$ cat src/rtl/calc_pkg.sv
// rtl/calc_pkg.sv - shared constants, state type and helpers for the calculator datapath
package calc_pkg;

    localparam int         BCD_W    = 4;
    localparam logic [3:0] BCD_NINE = 4'h9;

    typedef enum logic [1:0] {
        IDLE,
        SHIFT,
        DONE
    } b2b_state_t;

    // 10**n, used to derive the overflow limit for a given digit count
    function automatic int pow10(input int n);
        int r;
        r = 1;
        for (int i = 0; i < n; i++) begin
            r = r * 10;
        end
        return r;
    endfunction

endpackage

$ cat src/rtl/bcd_add3.sv
// rtl/bcd_add3.sv - double-dabble nibble corrector (adds 3 when the digit is 5 or more)
module bcd_add3
    import calc_pkg::*;
(
    input  logic [BCD_W-1:0] nibble,
    output logic [BCD_W-1:0] corrected
);

    // A digit of 5..9 would exceed 9 after the next doubling, so pre-bias it by 3
    assign corrected = (nibble >= 4'd5) ? (nibble + 4'd3) : nibble;

endmodule

$ cat src/rtl/bin2bcd_seq.sv
// rtl/bin2bcd_seq.sv - sequential binary-to-BCD converter, one bit per clock (optional BIN2BCD_BLANK_EN)
module bin2bcd_seq
    import calc_pkg::*;
#(
    parameter int BIN_W  = 11,
    parameter int DIGITS = 4
) (
    input  logic                      clk,
    input  logic                      rst,
    input  logic                      start,
    input  logic [BIN_W-1:0]          bin_in,
    output logic                      busy,
    output logic                      done,
    output logic [BCD_W*DIGITS-1:0]   bcd_out,
    output logic                      overflow
`ifdef BIN2BCD_BLANK_EN
    ,
    output logic [DIGITS-1:0]         blank
`endif
);

    localparam int                BCD_TOT  = BCD_W * DIGITS;
    localparam int                CNT_W    = $clog2(BIN_W);
    localparam logic [CNT_W-1:0]  LAST_BIT = CNT_W'(BIN_W - 1);
    localparam logic [31:0]       LIMIT    = 32'(pow10(DIGITS));

    b2b_state_t              state;
    b2b_state_t              state_next;
    logic [1:0]              rst_pipe;
    logic                    rst_n;
    logic [BIN_W-1:0]        bin_sr;
    logic [BCD_TOT-1:0]      bcd_sr;
    logic [BCD_TOT-1:0]      bcd_adj;
    logic [BCD_TOT:0]        bcd_wide;
    logic [BCD_TOT-1:0]      bcd_result;
    logic [CNT_W-1:0]        bit_cnt;
    logic                    ovf_cap;

    // Reset asserts immediately but releases on a clock edge
    always_ff @(posedge clk or negedge rst) begin
        if (!rst) begin
            rst_pipe <= 2'b00;
        end else begin
            rst_pipe <= {rst_pipe[0], 1'b1};
        end
    end

    assign rst_n = rst_pipe[1];

    genvar g;
    generate
        for (g = 0; g < DIGITS; g++) begin : g_add3
            bcd_add3 u_add3 (
                .nibble    (bcd_sr[g*BCD_W +: BCD_W]),
                .corrected (bcd_adj[g*BCD_W +: BCD_W])
            );
        end
    endgenerate

    // Corrected digits shift left with the next binary MSB entering digit 0; the bit
    // leaving the top digit means the value does not fit and is folded into overflow
    assign bcd_wide   = {bcd_adj, bin_sr[BIN_W-1]};
    assign bcd_result = (ovf_cap | bcd_wide[BCD_TOT]) ? {DIGITS{BCD_NINE}} : bcd_wide[BCD_TOT-1:0];

`ifdef BIN2BCD_BLANK_EN
    logic [DIGITS-1:0] blank_next;
    logic              upper_zero;

    // A digit is blank when it and every higher digit are zero; digit 0 always shows
    always_comb begin
        blank_next = '0;
        upper_zero = 1'b1;
        for (int i = DIGITS - 1; i >= 1; i--) begin
            upper_zero    = upper_zero & (bcd_result[i*BCD_W +: BCD_W] == 4'h0);
            blank_next[i] = upper_zero;
        end
    end
`endif

    // State register
    always_ff @(posedge clk or negedge rst_n) begin
        if (!rst_n) begin
            state <= IDLE;
        end else begin
            state <= state_next;
        end
    end

    // Next-state and status outputs; start is only honoured in IDLE
    always_comb begin
        state_next = state;
        busy       = 1'b0;
        done       = 1'b0;
        case (state)
            IDLE: begin
                if (start) begin
                    state_next = SHIFT;
                end
            end
            SHIFT: begin
                busy = 1'b1;
                if (bit_cnt == '0) begin
                    state_next = DONE;
                end
            end
            DONE: begin
                busy       = 1'b1;
                done       = 1'b1;
                state_next = IDLE;
            end
            default: begin
                state_next = IDLE;
            end
        endcase
    end

    // Capture on start, shift while converting, publish results only on the final shift
    always_ff @(posedge clk or negedge rst_n) begin
        if (!rst_n) begin
            bin_sr   <= '0;
            bcd_sr   <= '0;
            bit_cnt  <= '0;
            ovf_cap  <= 1'b0;
            bcd_out  <= '0;
            overflow <= 1'b0;
`ifdef BIN2BCD_BLANK_EN
            blank    <= '0;
`endif
        end else begin
            case (state)
                IDLE: begin
                    if (start) begin
                        bin_sr  <= bin_in;
                        bcd_sr  <= '0;
                        bit_cnt <= LAST_BIT;
                        ovf_cap <= (32'(bin_in) >= LIMIT);
                    end
                end
                SHIFT: begin
                    bin_sr  <= bin_sr << 1;
                    bcd_sr  <= bcd_wide[BCD_TOT-1:0];
                    bit_cnt <= bit_cnt - CNT_W'(1);
                    ovf_cap <= ovf_cap | bcd_wide[BCD_TOT];
                    if (bit_cnt == '0) begin
                        bcd_out  <= bcd_result;
                        overflow <= ovf_cap | bcd_wide[BCD_TOT];
`ifdef BIN2BCD_BLANK_EN
                        blank    <= blank_next;
`endif
                    end
                end
                default: begin
                end
            endcase
        end
    end

endmodule

$ cat config.mk
export PLATFORM = sky130hd
export DESIGN_NAME = bin2bcd_seq
export DESIGN_NICKNAME = d
export VERILOG_FILES = /design/src/rtl/calc_pkg.sv /design/src/rtl/bcd_add3.sv /design/src/rtl/bin2bcd_seq.sv
export SDC_FILE = /design/constraint.sdc
export NUM_CORES = 1
export LEC_CHECK = 0
export ABC_CLOCK_PERIOD_IN_PS = 4650
export CORE_UTILIZATION = 35
export DETAILED_ROUTE_END_ITERATION = 8
export GPL_ROUTABILITY_DRIVEN = 0
export SLEW_MARGIN = 10
export SYNTH_ARGS = -nofsm -noshare
export SYNTH_HDL_FRONTEND = slang
export SYNTH_SLANG_ARGS = --single-unit
$ cat constraint.sdc
create_clock -name clk -period 4.65 [get_ports clk]
set_input_delay 0.465 -clock clk [delete_from_list [all_inputs] [get_ports clk]]
set_output_delay 0.465 -clock clk [all_outputs]
set_load 0.01 [all_outputs]
==> metrics.md <==
| Metric | Value |
|---|---|
| Vias per inst | 4.87 |
| Final-report setup violation count | 0 |
| Port bufs | 32 |
| Pins Over Slew Limit | 0 |
| Detailed Route Iter0 Violations | 146 |
| Required time worst endpoint | 4.84 ns |
| Post-route setup TNS | 0 ns |
| Postcts setup bufs | 0 |
| Post-synth EDFFs | 0 |
| IO Count | 33 |
| Final Cycle Share | 52.7% |
| VDD IR max | 0.000263 V |
| Clock root buffer master | clkbuf_8 |
| Final Hold Vio Count | 0 |
| Wire per inst | 12.7 µm |
| Worst Path Max Fanout | 22 |
| Syn_nets | 294 |
| Clk_lat worst skew | 0.30 ns |
| Unrepaired setup endpoints after global routing | false |
| CTS Buf Count | 5 |
| WL met1 | 2.43 mm |
| Metal2 WL | 2.38 mm |
| Largest net degree at the start of global routing | 52 |
| Avg Cell Area, Syn | 9.93 µm² |
| Final WL | 5.00 mm |
| Bufs on Longest Clock Path | 2 |
| DIE AREA | 7870 µm² |
| Post-route cell area | 3150 µm² |
| CP Launch Type | flop |
| Largest cells by area after synthesis | dfrtp_1 (50%), ha_1 (7.1%), o21ai_0 (6.1%) |
| Total track usage | 14.5% |
| Asr flop ratio synth | 100% |
| Cell Int Power | 0.00103 W |
| Initial core utilization | 36.3% |
| Seq cells post-synth | 53 |
| Fmax | 0.408 GHz |
| Total gr overflow | 0 |
| TritonCTS clock tree | built |
| Placement Cell Area | 3030 µm² |
| Layout cells sized above 1 | 7.46% |
| Cell area power density | 514 nW/µm² |
| Core Box Area | 7250 µm² |
| Clock share of power | 19.5% |
| Post-Layout Cell Count | 394 |
| Vias in the first global route | 1867 |
| Gate power share | 39.1% |
| DR vias | 1920 |
| Sequential area share after synthesis | 50.4% |
| Worst-Margin Slew | 0.956 ns |
| First-pass GRT wire length | 8.67 mm |
| Synth top area share | 50.4% |
| FILL cells | 729 |
| Post-synth cell types | 33 |
| Final HPWL DP | 3.47 mm |
| Top routing layer in use | met4 |
| P_leak | 1.31 nW |
| Fin nets | 323 |
| Sequential fraction of design power | 41.4% |
| H-tree depth | 2 |
| Crit path time final | 2.45 ns |
| Net Switching | 0.000589 W |
| CP Data Arrival Time | 2.64 ns |
| Worst R2R Path Depth | 5 |
| ANT nets after route | 0 |
| Clock edge transition at the registers on the reported setup and hold paths | 0.10 ns |
| Status | complete, no violations |
| # hold bufs at CTS | 0 |
| Number of remaining DRC errors | 0 |
| Rel. slew slack | 36.2% |
| Die H | 88.7 µm |
| N_diodes | 0 |
| Sequential cell area | 1330 µm² |
| Hold WC Path Type | in2async |
| Drt pass-1 iters | 4 |
| Area delta synth->final | 19.5% |
| Initial antenna violation count | 0 |
| Die W | 88.7 µm |
| Largest area contributor in the netlist | dfrtp_1 |
| Crit Path Class | reg2reg |
| Rows | 31 |
| Worst Clk Skew | 0.00730 ns |
| Main flop type after synthesis | dfrtp_1 |
| CP endpoint kind | flop |
| Multi-input logic area | 1190 µm² |
| Sw Ratio | 36.4% |
| Max_cap viols | 0 |
| Cells after DPL | 386 |
| Metal3 WL | 163 µm |
| Synth Instances | 265 |
| Number of cells upsized or downsized after cts | 0 |
| Sink Count | 53 |
| Ys Warns | 0 |
| Cell area after synthesis | 2630 µm² |
[power groups by stage]
stage | Clock, W | Sequential [W] | Combinational [W]
floorplan | 0 | 0.000679 | 0.000427
global placement | 0 | 0.000674 | 0.000625
detailed placement | 0 | 0.000678 | 0.000643
CTS | 0.000325 | 0.000669 | 0.000646
global route | 0.000344 | 0.000687 | 0.000727
finish | 0.000316 | 0.000669 | 0.000632
[state kept, by name (all words and copies together) (netlist names)]
register  flops
bin_sr       11
ovf_cap       1
bcd_sr       16
rst_pipe      2
state         2
overflow      1
bit_cnt       4
bcd_out      16
[stage by stage]
step           hold WS [ns]  total power, W  setup slack, ns  utilization [%]
2_1_floorplan         0.169         0.00111             2.92                -
3_3_place_gp          0.335         0.00130             2.25             41.8
3_5_place_dp          0.341         0.00132             2.19             41.8
4_1_cts               0.307         0.00164             2.20             43.4
5_1_grt               0.305         0.00176             1.93             43.4
6_report              0.314         0.00162             2.20             43.4
[critical path, cell delays in order, from the launching register on]
cell	delay, ns
dfrtp_1	0.40
inv_1	0.12
ha_1	0.80
nand3_2	0.61
nand2_1	0.30
o41ai_4	0.10
[final timing paths]
| check | start | end | slack [ns] |
|---|---|---|---|
| max | state[1] | bcd_out[14] | 2.20 |
| min | rst | rst_pipe[0] | 0.31 |
| max reg2reg | state[1] | bcd_out[14] | 2.20 |
| min reg2reg | rst_pipe[0] | rst_pipe[1] | 0.36 |
| max in group asynchronous | rst_pipe[1] | ovf_cap | 3.82 |
| min in group clk | rst_pipe[0] | rst_pipe[1] | 0.36 |
[final cells by class]
cell class,instances,area share [%]
Timing Repair Buffer,34,10.7
Multi-Input combinational cell,186,38.0
Sequential cell,53,42.2
Tap cell,99,3.94
Clock inverter,2,1.23
Inverter,14,1.67
Clock buffer,6,2.31
[synth_stat cells, types with 2 or more instances]
library cell / count
nor2_1: 12
nor3b_1: 8
xnor2_1: 4
a31oi_1: 8
buf_2: 5
a21oi_1: 18
o22ai_1: 2
o31ai_1: 8
o21ai_2: 2
clkbuf_1: 6
mux2_2: 5
ha_1: 15
dfrtp_1: 53
o21ai_0: 32
and3_1: 2
nand2_1: 39
nand2b_1: 5
nand3_1: 2
mux2i_1: 10
nor2b_1: 3
inv_1: 14
[cell usage in the layout, fill, tap and decap left out, drive strengths merged, types with 2 or more instances in the layout]
cell	Yosys	final
inv	14	14
nor3	2	2
nor3b	8	8
a31oi	8	8
clkdlybuf4s50	0	32
and3	2	2
o22ai	2	2
o31ai	8	8
nor2b	3	3
clkbuf	6	6
nand2	39	39
o21ai	34	34
mux2i	10	10
ha	15	15
nand3	3	3
a21oi	18	18
mux2	5	5
nand2b	5	5
and2	2	2
buf	6	2
nor2	12	12
xnor2	4	4
dfrtp	53	53
[logic make-up (layout without fill, tap and decap cells)]
| family | Yosys count | count (layout) | synth area share (%) |
|---|---|---|---|
| simple gates | 78 | 78 | 14.3 |
| buf+inv | 26 | 56 | 4.23 |
| other cells | 1 | 1 | 0.142 |
| xor+xnor | 4 | 4 | 1.33 |
| mux | 15 | 15 | 5.94 |
| compound gates | 73 | 73 | 16.5 |
| fa+ha+maj | 15 | 15 | 7.13 |
| flops | 53 | 53 | 50.4 |
[layer usage]
metal  up-vias  global-route usage, %
li1        968                      -
met4         0                   3.81
met3         2                   2.99
met1       918                   18.7
met5         -                      0
met2        32                   25.0
No activity file was read; power rests on OpenSTA's default activity.
